File: config.mk
export PLATFORM = sky130hd
export DESIGN_NAME = wait_cond_driver
export DESIGN_NICKNAME = d
export VERILOG_FILES = /design/src/rtl/wait_cond_pkg.sv /design/src/rtl/wcd_down_counter.sv /design/src/rtl/wait_cond_driver.sv
export SDC_FILE = /design/constraint.sdc
export NUM_CORES = 1
export LEC_CHECK = 0
export BUFFER_PORTS_ARGS = -buffer_cell sky130_fd_sc_hd__clkbuf_2
export CAP_MARGIN = 15
export CORE_UTILIZATION = 55
export CTS_BUF_LIST = sky130_fd_sc_hd__clkbuf_16
export CTS_CLUSTER_DIAMETER = 150
export DETAILED_ROUTE_END_ITERATION = 7
export PLACE_DENSITY = 0.75
export SLEW_MARGIN = 10
export SYNTH_ARGS = -nofsm -noshare
export SYNTH_HDL_FRONTEND = slang
export SYNTH_SLANG_ARGS = --single-unit
File: constraint.sdc
create_clock -name clk -period 2.6 [get_ports clk]
set_clock_uncertainty 0.2 [all_clocks]
set_input_delay 0.26 -clock clk [delete_from_list [all_inputs] [get_ports clk]]
set_output_delay 0.26 -clock clk [all_outputs]
set_load 0.02 [all_outputs]
File: src/rtl/wait_cond_pkg.sv
// Shared types and constants for wait_cond_driver.
// Latency: n/a (package only).
// Backpressure: n/a (package only).
package wait_cond_pkg;

    typedef enum logic [1:0] {
        IDLE      = 2'd0,
        STEP      = 2'd1,
        WAIT_RESP = 2'd2,
        REPORT    = 2'd3
    } state_t;

    localparam int FAIL_W = 3;

    localparam logic [FAIL_W-1:0] FAIL_NONE    = 3'd0;
    localparam logic [FAIL_W-1:0] FAIL_TIMEOUT = 3'd7;

endpackage

File: src/rtl/wcd_down_counter.sv
// Loadable down-counter with zero and last-count flags.
// Latency: load/decrement take effect on the next clock edge.
// Backpressure: none; decrement saturates at zero.
module wcd_down_counter #(
    parameter int W = 2
) (
    input  logic         clk,
    input  logic         rst_n,
    input  logic         i_load,
    input  logic [W-1:0] i_load_val,
    input  logic         i_dec,
    output logic         o_zero,
    output logic         o_last
);

    logic [W-1:0] r_cnt;

    // Load has priority over decrement; never wraps below zero.
    always_ff @(posedge clk or negedge rst_n) begin
        if (!rst_n) begin
            r_cnt <= '0;
        end else if (i_load) begin
            r_cnt <= i_load_val;
        end else if (i_dec && (r_cnt != '0)) begin
            r_cnt <= r_cnt - W'(1);
        end
    end

    assign o_zero = (r_cnt == '0);
    assign o_last = (r_cnt == W'(1));

endmodule

File: src/rtl/wait_cond_driver.sv
// Steps value 0..TARGET (HOLD cycles each), checks responder quiet, then waits for RESP_VAL.
// Latency: done pulses the cycle after the deciding edge (match, timeout or early abort).
// Backpressure: start is only sampled in IDLE; WAIT_COND_DRIVER_EARLY_ABORT_EN ends on first premature resp.
module wait_cond_driver
    import wait_cond_pkg::*;
#(
    parameter int WIDTH    = 4,
    parameter int TARGET   = 3,
    parameter int HOLD     = 2,
    parameter int TIMEOUT  = 10,
    parameter int RESP_VAL = 3
) (
    input  logic              clk,
    input  logic              rst_n,
    input  logic              start,
    input  logic [WIDTH-1:0]  resp,
    output logic [WIDTH-1:0]  value,
    output logic              busy,
    output logic              done,
    output logic              pass,
    output logic [FAIL_W-1:0] fail_code
);

    localparam int HOLD_W = $clog2(HOLD + 1);
    localparam int TO_W   = $clog2(TIMEOUT + 1);

    state_t            r_state, w_state_nxt;
    logic [WIDTH-1:0]  r_value, w_value_nxt, w_value_inc;
    logic [FAIL_W-1:0] r_fail, w_fail_nxt;
    logic              r_busy, w_busy_nxt;
    logic              r_done, w_done_nxt;
    logic              r_pass, w_pass_nxt;
    logic              w_hold_ld, w_hold_dec, w_hold_zero, w_hold_last;
    logic              w_to_ld, w_to_dec, w_to_zero, w_to_last;
    logic              w_premature, w_enter_rpt;

    wcd_down_counter #(.W(HOLD_W)) u_hold_cnt (
        .clk        (clk),
        .rst_n      (rst_n),
        .i_load     (w_hold_ld),
        .i_load_val (HOLD_W'(HOLD)),
        .i_dec      (w_hold_dec),
        .o_zero     (w_hold_zero),
        .o_last     (w_hold_last)
    );

    wcd_down_counter #(.W(TO_W)) u_to_cnt (
        .clk        (clk),
        .rst_n      (rst_n),
        .i_load     (w_to_ld),
        .i_load_val (TO_W'(TIMEOUT)),
        .i_dec      (w_to_dec),
        .o_zero     (w_to_zero),
        .o_last     (w_to_last)
    );

    assign w_value_inc = r_value + WIDTH'(1);
    assign w_premature = (resp != '0);

    // State register plus registered outputs; all clear on async reset.
    always_ff @(posedge clk or negedge rst_n) begin
        if (!rst_n) begin
            r_state <= IDLE;
            r_value <= '0;
            r_fail  <= FAIL_NONE;
            r_busy  <= 1'b0;
            r_done  <= 1'b0;
            r_pass  <= 1'b0;
        end else begin
            r_state <= w_state_nxt;
            r_value <= w_value_nxt;
            r_fail  <= w_fail_nxt;
            r_busy  <= w_busy_nxt;
            r_done  <= w_done_nxt;
            r_pass  <= w_pass_nxt;
        end
    end

    // Next-state and next-output logic; a zero count is treated like the last
    // count so a stuck counter can never stall the sequence.
    always_comb begin
        w_state_nxt = r_state;
        w_value_nxt = r_value;
        w_fail_nxt  = r_fail;
        w_busy_nxt  = r_busy;
        w_done_nxt  = 1'b0;
        w_pass_nxt  = r_pass;
        w_hold_ld   = 1'b0;
        w_hold_dec  = 1'b0;
        w_to_ld     = 1'b0;
        w_to_dec    = 1'b0;
        w_enter_rpt = 1'b0;
        case (r_state)
            IDLE: begin
                if (start) begin
                    w_state_nxt = STEP;
                    w_value_nxt = '0;
                    w_fail_nxt  = FAIL_NONE;
                    w_pass_nxt  = 1'b0;
                    w_busy_nxt  = 1'b1;
                    w_hold_ld   = 1'b1;
                end
            end
            STEP: begin
                if (w_hold_last || w_hold_zero) begin
                    // Step code is value+1 so that 0 stays free for "no failure".
                    if (w_premature && (r_fail == FAIL_NONE)) begin
                        w_fail_nxt = FAIL_W'(w_value_inc);
                    end
`ifdef WAIT_COND_DRIVER_EARLY_ABORT_EN
                    if (w_premature) begin
                        w_enter_rpt = 1'b1;
                    end else
`endif
                    begin
                        w_value_nxt = w_value_inc;
                        if (w_value_inc == WIDTH'(TARGET)) begin
                            w_state_nxt = WAIT_RESP;
                            w_to_ld     = 1'b1;
                        end else begin
                            w_hold_ld   = 1'b1;
                        end
                    end
                end else begin
                    w_hold_dec = 1'b1;
                end
            end
            WAIT_RESP: begin
                if (resp == WIDTH'(RESP_VAL)) begin
                    w_enter_rpt = 1'b1;
                end else if (w_to_last || w_to_zero) begin
                    if (r_fail == FAIL_NONE) begin
                        w_fail_nxt = FAIL_TIMEOUT;
                    end
                    w_enter_rpt = 1'b1;
                end else begin
                    w_to_dec = 1'b1;
                end
            end
            REPORT: begin
                w_state_nxt = IDLE;
            end
            default: begin
                w_state_nxt = IDLE;
            end
        endcase
        if (w_enter_rpt) begin
            w_state_nxt = REPORT;
            w_done_nxt  = 1'b1;
            w_busy_nxt  = 1'b0;
            w_pass_nxt  = (w_fail_nxt == FAIL_NONE);
        end
    end

    assign value     = r_value;
    assign busy      = r_busy;
    assign done      = r_done;
    assign pass      = r_pass;
    assign fail_code = r_fail;

endmodule
# Word level (Yosys, flattened, before mapping)
# Index checks and enable logic that the tools add are counted.
# word_totals
input_bits	7
output_inout_bits	10
wordCells	86
romBits	0
mem_count	0
latchBits	0
regBits	18
ramBits	0
# classes
bitwise_logic	0
shifts	0
eq_ne	12
n_lt_le_gt_ge	0
n_mux	41
div_mod_pow	0
multipliers	0
reduce_logical	22
n_addsub	3
# op_table
cell	count
2-to-1 mux 1 bit	21
2-to-1 mux 3 bit	6
2-to-1 mux 4 bit	4
2-to-1 mux 2 bit	6
nonzero test 2 bit	6
nonzero test 4 bit	3
inequality test 3 bit (second input constant)	3
case mux 3 bit (3 select lines)	1
equality test 4 x 2 -> 1 bit (second input constant)	2
case mux 4 bit (2 select lines)	1
zero test 3 bit	2
case mux 2 bit (3 select lines)	1
adder 4 x 1 -> 4 bit (second input constant)	1
equality test 2 x 1 -> 1 bit (second input constant)	2
equality test 2 bit (second input constant)	2
equality test 4 x 1 -> 1 bit (second input constant)	1
zero test 2 bit	2
zero test 4 bit	1
inequality test 2 bit (second input constant)	2
AND reduction 4 bit	1
subtractor 4 x 1 -> 4 bit (second input constant)	1
logical AND 1 bit	3
AND reduction 3 bit	1
logical OR 1 bit	2
3 further kinds	3

# Longest topological paths before layout
# Gate-level depths: netlist (run 1).
# depth
word_depth	8
ltp_mapped	6
ltp_nobuf	6

# Hierarchy
# A second synthesis (run 1) with hierarchy kept.
# unflattened
cells_unflattened	127
hier_area_um2	1196.1
# by_module_without_submodules
mod	instances	cells_per_inst	seq_area_each_um2	area_per_inst_um2
wait_cond_driver	1	84	300.3	785.8
wcd_down_counter at u_to_cnt	1	30	100.1	266.5
wcd_down_counter at u_hold_cnt	1	13	50.0	143.9

# Least setup slack after synthesis (run 1)
# OpenSTA, ideal clock, no wires.
# synth_timing
path_type	reg-to-reg
from	reg r_value[0] (netlist: value[0])
to	reg u_to_cnt.r_cnt[0]
setup_slack_ns	0.637
n_path_buf	0
period_less_slack_ns	1.963
arrival_ns	1.644
setup_ns	0.119
path_stages_with_launch	6
t_required_ns	2.281
cell_sequence	dfrtp_1 ha_1 nor3_1 a41oi_1 or3b_1 and2_1
# synth_via
elab_chain_cells	6
word_cells_on_any_way	7
classes_between	add/sub (1); eq/ne (1); mux (4); reduce/logical (1)
# synth_lines
item	line	source
from (decl)	wait_cond_driver.sv:28	logic [WIDTH-1:0] r_value, w_value_nxt, w_value_inc;
from (signal assigned)	wait_cond_driver.sv:71	r_value <= w_value_nxt;
adder 4 x 1 -> 4 bit (*)	wait_cond_driver.sv:57	assign w_value_inc = r_value + WIDTH'(1);
equality test 4 x 2 -> 1 bit (*)	wait_cond_driver.sv:117	if (w_value_inc == WIDTH'(TARGET)) begin
2-to-1 mux 1 bit (*)	wait_cond_driver.sv:117	
2-to-1 mux 1 bit (*)	wait_cond_driver.sv:105	if (w_hold_last || w_hold_zero) begin
2-to-1 mux 1 bit (*)	wait_cond_driver.sv:93	case (r_state)
2-to-1 mux 4 bit or nonzero test 2 bit (tied branches)	n/a	
to (signal assigned)	wcd_down_counter.sv:23	r_cnt <= i_load_val;
to (signal assigned)	wcd_down_counter.sv:25	r_cnt <= r_cnt - W'(1);
to (decl)	wcd_down_counter.sv:16	logic [W-1:0] r_cnt;
# Every way passes the cells marked *; elsewhere a longest branch is shown, timed or not.
# A chain may end at the register's enable or synchronous reset.

# Worst setup path after layout (run 1)
# Same ends and word-level chain as after synthesis.

==> out/metrics.yaml, run 1 <==
run_status: "finished, final reports clean"
end_kind: "register"
rows: 16
required_ns: 2.54
multi_input_area_um2: 611
track_usage: 0.220
antenna_cells: 0
viasPerCell: 5.74
setup_ws_ns: 0.547
ys_seq_elements: 18
grt_pass1_vias: 758
fin_crit_sh: 0.790
clk_latency_ns: 0.25
nets: 152
drt_iter0_markers: 23
wl_per_cell_um: 13.7
worst_hold_slack_ns: 0.240
tritoncts: "done"
async_reset_ff_frac: 1.00
syn_nets: 134
start_util: 0.580
tns_ns: 0
path_cells: "ha_1 -> nor3_1 -> a41oi_1 -> or3b_1 -> and2_1"
path_clk_slew_ns: 0.05
drive_above_1_share: 0.197
syn_area_um2: 1130
rsz0062_at_grt: "false"
pwr_density_cell_nw_per_um2: 1140
root_buffer: "clkbuf_16"
yosysTopAreaCellShare: 0.400
hold_viol_final: 0
tightest_slew_ns: 0.488
criticalPathCategory: "register to register"
top_layer_used: "met4"
numCtsBuffers: 3
clock_path_buffers: 2
die-area_um2: 2230
met3WireLength_um: 74
critPathTopFamily: "simple AND/OR/NAND/NOR gates"
grt_max_degree: 19
critPathMaxFanout: 9
hp-class: "input pin to register"
drc: 0
setup_viol_count_final: 0
totalWireLength_um: 2250
finalMaxSlewViolations: 0
cts_resized: 0
yosysUniqueCellTypes: 46
wl_met1_um: 1040
antenna_found_initial: 0
synthCells: 120
cp.arrival_ns: 1.99
crit_path_top_delay_cell: "or3b_1"
fmax_mhz: 487
power.leakage_uw: 0.000594
ys.flop_type: "dfrtp_1"
max_stage_delay_ns: 0.50
final.min_clock_period_ns: 2.05
area_growth_pct: 15.2
grt_overflow: 0
cts_sinks: 18
cap_violations: 0
final_area_um2: 1300
yosysTopAreaCell: "dfrtp_1"
coreArea_um2: 1940
die_x_um: 47.3
ys_top_cells_by_area: "dfrtp_1 (40%), ha_1 (7.8%), o21ai_0 (4.4%)"
cts_setup_buffers: 0
io_pins: 17
n_fill_cell: 180
dpl_cell_area_um2: 1210
cp-start-kind: "register"
ys_top_cells_by_count: "dfrtp_1 (18), nand2_1 (12), o21ai_0 (10)"
ant_nets: 0
die_height_um: 47.3
port_buffers: 16
dp_slack_ns: 0.553
hpwlAfterDp_um: 1660
seq_area_um2: 450
yosysWarnings: 0
synth_edf_count: 0
htreeDepth: 1
syn_avg_cell_area_um2: 9.38
seq_area_frac_synth: 0.400
grt_pass1_wl_um: 3380
critical_path_buf_inv_count: 0
peakVddDrop_mv: 0.745
gp_congestion: 0.797
utilization: 0.668
maxSlewHeadroom: 0.672
dr.pass1.iters: 4
num_vias: 941
synth_most_common_cell: "dfrtp_1"
wl_met2_um: 1110
[logic make-up (layout without fill, tap and decap cells)]
family,Yosys count,count (layout),share of synthesized area
and+or+nand+nor,45,45,0.226
AOI/OAI and AO/OA,33,33,0.208
DFF,18,18,0.400
buffers and inverters,13,30,0.0578
adders and majority gates,7,7,0.0778
xor gates and xnor gates,4,4,0.0311
[power by group]
part / total (uW) / internal (uW) / switching [uW]
clock: 306 / 204 / 101
combinational: 637 / 265 / 372
sequential: 533 / 384 / 148
[per-stage QoR]
step,cells,power [uW]
finish,164,1480
global route,164,1590
CTS,164,1480
detailed placement,159,1160
global placement,159,1140
floorplan,120,1010
[path summary, 6_finish.rpt]
path / to / cells after the start / start / slack [ns]
max: u_to_cnt.r_cnt[0]$_DFFE_PN0P_ / 5 / value[0]$_DFFE_PN0P_ / 0.55
min: u_hold_cnt.r_cnt[0]$_DFFE_PN0P_ / 5 / start / 0.24
max reg2reg: u_to_cnt.r_cnt[0]$_DFFE_PN0P_ / 5 / value[0]$_DFFE_PN0P_ / 0.55
min reg2reg: u_to_cnt.r_cnt[1]$_DFFE_PN0P_ / 2 / u_to_cnt.r_cnt[1]$_DFFE_PN0P_ / 0.34
max in group asynchronous: value[1]$_DFFE_PN0P_ / 2 / rst_n / 1.60
min in group asynchronous: u_hold_cnt.r_cnt[0]$_DFFE_PN0P_ / 2 / rst_n / 0.29
[cell type report]
| class | instances | share of cell area |
|---|---|---|
| timing repair buffer | 17 | 0.0694 |
| multi-input combinational | 89 | 0.471 |
| clock inverter | 1 | 0.00289 |
| tap | 27 | 0.0260 |
| clock buffer | 3 | 0.0579 |
| inverter | 9 | 0.0260 |
| sequential | 18 | 0.347 |
[what timing repair did]
item,4_1_cts,5_1_grt
hold buffers,1,0
endpoints found under the setup margin,0,0
hold endpoints to repair,18,0
[registers in the layout, summed over array words and instances (netlist names)]
signal	cells
r_state	2
value	4
fail_code	3
u_to_cnt.r_cnt	4
busy	1
pass	1
done	1
u_hold_cnt.r_cnt	2
[worst min-delay path, delay by kind of cell]
kind,cells,cell delay (ns)
and+or+nand+nor,1,0.07
buffers and inverters,1,0.10
AOI/OAI and AO/OA,3,0.23
[cells in the final DEF, fill, tap and decap left out, types with 3 or more instances in the layout]
cell type  count
nor2_1         7
nand3_1        4
a21oi_1        3
clkbuf_2      16
o211ai_1       3
inv_1          9
xnor2_1        3
clkbuf_16      3
o21ai_0       10
ha_1           7
nand2_1       12
nor3_1         3
dfrtp_1       18
[per-layer routing]
layer | track usage | vias up
li1 | - | 466
met1 | 0.309 | 447
met2 | 0.353 | 24
met3 | 0.0115 | 4
met4 | 0.0857 | 0
met5 | 0 | -
No activity file was read; power rests on OpenSTA's default activity.
==> inputs of run 2 (changes only) <==
--- a/config.mk
+++ b/config.mk
@@ -7,11 +7,11 @@
 export LEC_CHECK = 0
 export BUFFER_PORTS_ARGS = -buffer_cell sky130_fd_sc_hd__clkbuf_2
 export CAP_MARGIN = 15
-export CORE_UTILIZATION = 55
+export CORE_UTILIZATION = 50
 export CTS_BUF_LIST = sky130_fd_sc_hd__clkbuf_16
 export CTS_CLUSTER_DIAMETER = 150
 export DETAILED_ROUTE_END_ITERATION = 7
-export PLACE_DENSITY = 0.75
+export PLACE_DENSITY = 0.72
 export SLEW_MARGIN = 10
 export SYNTH_ARGS = -nofsm -noshare
 export SYNTH_HDL_FRONTEND = slang
==> constraint.sdc (replaced) <==
create_clock -name clk -period 1.7 [get_ports clk]
set_clock_uncertainty 0.2 [all_clocks]
set_input_delay 0.17 -clock clk [delete_from_list [all_inputs] [get_ports clk]]
set_output_delay 0.17 -clock clk [all_outputs]
set_load 0.02 [all_outputs]
==> run 2 against run 1 <==
Cell count increased by 12%; the run now ends with negative setup slack left; worst setup slack got worse by 0.58 ns; total power increased by 96%; sequential power increased by 54%; routed wire length increased by 27%.
==> out/metrics.yaml, run 2 (synthesis gave the netlist of run 1 again) <==
critPathMaxFanout: 5  # was 9
power_frac_seq: 0.284  # was 0.361
mostFrequentLayoutCells: "buf_4 (19), clkbuf_2 (16), dfrtp_1 (15), nand2_1 (10), o21ai_0 (8)"  # was dfrtp_1 (18), clkbuf_2 (16), nand2_1 (12), o21ai_0 (10), inv_1 (9)
switching_share: 0.409  # was 0.421
die_x_um: 49.5  # was 47.3 um
antenna_found_initial: 0  # unchanged
rows: 16  # unchanged
n_fill_cell: 149  # was 180
fin_crit_sh: 1.02  # was 0.790
root_buffer: "clkbuf_16"  # unchanged
area_growth_pct: 39.1  # was 15.2%
cts_sinks: 18  # unchanged
required_ns: 1.66  # was 2.54 ns
tritoncts: "done"  # unchanged
failed_checks: "negative setup slack"
track_usage: 0.242  # was 0.220
tightest_slew_ns: 0.465  # was 0.488 ns
start_util: 0.551  # was 0.580
pwr-share-comb: 0.554  # was 0.432
clk_latency_ns: 0.25  # about the same
dp_slack_ns: -0.0668  # was 0.553 ns
r2r_slack_ns: -0.03  # was 0.55 ns
hold_path_depth: 5  # unchanged
cp-start-kind: "register"  # unchanged
grt_max_degree: 19  # unchanged
wl_per_cell_um: 15.6  # was 13.7 um
cap_violations: 0  # unchanged
grt_pass1_vias: 1005  # was 758
grt_pass1_wl_um: 4440  # was 3380 um
finalMaxSlewViolations: 0  # unchanged
dr.pass1.iters: 4  # unchanged
peakVddDrop_mv: 1.16  # was 0.745 mV
dpl_cell_area_um2: 1370  # was 1210 um^2
drive_above_1_share: 0.439  # was 0.197
power.switching_uw: 1180  # was 622 uW
ant_nets: 0  # unchanged
rsz0062_at_grt: "true"  # was false
final_common_cell: "buf_4"  # was dfrtp_1
path_clk_slew_ns: 0.05  # about the same
totalWireLength_um: 2860  # was 2250 um
max_stage_delay_ns: 0.53  # was 0.50 ns
run_status: "complete, but fails checks"  # was finished, final reports clean
criticalPathCategory: "register to register"  # unchanged
clock_path_buffers: 2  # unchanged
final.min_clock_period_ns: 1.73  # was 2.05 ns
nets: 172  # was 152
reg2reg_depth: 4  # was 5
power.leakage_uw: 0.000705  # was 0.000594 uW
numCtsBuffers: 3  # unchanged
p_int_uw: 1710  # was 854 uW
end_kind: "register"  # unchanged
die-area_um2: 2450  # was 2230 um^2
io_pins: 17  # unchanged
htreeDepth: 1  # unchanged
cp.arrival_ns: 1.69  # was 1.99 ns
coreArea_um2: 2040  # was 1940 um^2
num_vias: 1045  # was 941
hp-class: "input pin to register"  # unchanged
drt_iter0_markers: 37  # was 23
pwr_density_cell_nw_per_um2: 1850  # was 1140 nW/um^2
setup_viol_count_final: 3  # was 0
hold_viol_final: 0  # unchanged
maxSlewHeadroom: 0.690  # was 0.672
die_height_um: 49.5  # was 47.3 um
fmax_mhz: 576  # was 487 MHz
grt_overflow: 0  # unchanged
drc: 0  # unchanged
antenna_cells: 0  # unchanged
path_cells: "and2b_1 -> nand2_1 -> or4_1 -> o211ai_1"  # was ha_1 -> nor3_1 -> a41oi_1 -> or3b_1 -> and2_1
port_buffers: 16  # unchanged
final_area_um2: 1570  # was 1300 um^2
viasPerCell: 5.68  # was 5.74
gp_congestion: 0.796  # was 0.797
crit_path_top_delay_cell: "or4_1"  # was or3b_1
setup_ws_ns: -0.0349  # was 0.547 ns
power_frac_clock: 0.163  # was 0.207
hpwlAfterDp_um: 1920  # was 1660 um
run 2: final timing paths:
check / to / start
min in group asynchronous: pass$_DFFE_PN0P_ / rst_n
worst max-delay path: fail_code[0]$_DFF_PN0_ / r_state[0]$_DFFE_PN0P_
worst max register to register: fail_code[0]$_DFF_PN0_ / r_state[0]$_DFFE_PN0P_
worst min register to register: busy$_DFFE_PN0P_ / busy$_DFFE_PN0P_
max in group asynchronous: value[0]$_DFFE_PN0P_ / rst_n
worst min-delay path: u_hold_cnt.r_cnt[0]$_DFFE_PN0P_ / start
run 2: power groups by stage:
stage                     Clock [uW]  Sequential, uW  Combinational, uW
after CTS                        477             792               1350
after floorplan                    0             846                736
after global routing             491             849               1760
final                            471             820               1600
after detailed placement           0             795               1290
after global placement             0             782               1250
run 2: repair_timing:
action                                 4_1_cts  5_1_grt
endpoints found under the hold margin       18        0
buffers inserted                             0        3
gates resized for setup                      8       19
hold buffers                                 1        0
setup endpoints to repair                    6       12
pin swaps                                    4        8
run 2: metrics by stage:
step            util  setup TNS, ns  hold WS, ns  power (uW)  std cells
2_1_floorplan      -        -0.0358       -0.326        1580        120
3_3_place_gp   0.669        -0.0285      -0.0611        2030        176
3_5_place_dp   0.669         -0.160      -0.0542        2080        176
4_1_cts        0.719        -0.0582        0.172        2620        181
5_1_grt        0.767         -0.533        0.213        3100        184
6_report       0.767        -0.0708        0.173        2890        184
run 2: layout make-up:
cell class | count | area (um^2) | area share
Timing Repair Buffer | 37 | 244 | 0.156
Clock buffer | 3 | 75.1 | 0.0479
Clock inverter | 1 | 3.75 | 0.00240
Multi-Input combinational cell | 89 | 722 | 0.461
Tap cell | 27 | 33.8 | 0.0216
Inverter | 9 | 33.8 | 0.0216
Sequential cell | 18 | 454 | 0.290
run 2: critical path: cells and delay by family (launching register included):
family | cells | cell delay (ns)
AOI/OAI and AO/OA | 1 | 0.13
DFF | 1 | 0.40
and+or+nand+nor | 3 | 0.91
run 2: per-layer routing:
layer / vias up / routed length [um] / track usage / part of all wire
met5: - / 0 / 0 / 0
met4: 0 / 58 / 0.110 / 0.020
met3: 7 / 84 / 0.0401 / 0.029
met2: 27 / 1460 / 0.422 / 0.51
met1: 508 / 1270 / 0.289 / 0.44
li1: 503 / - / - / -
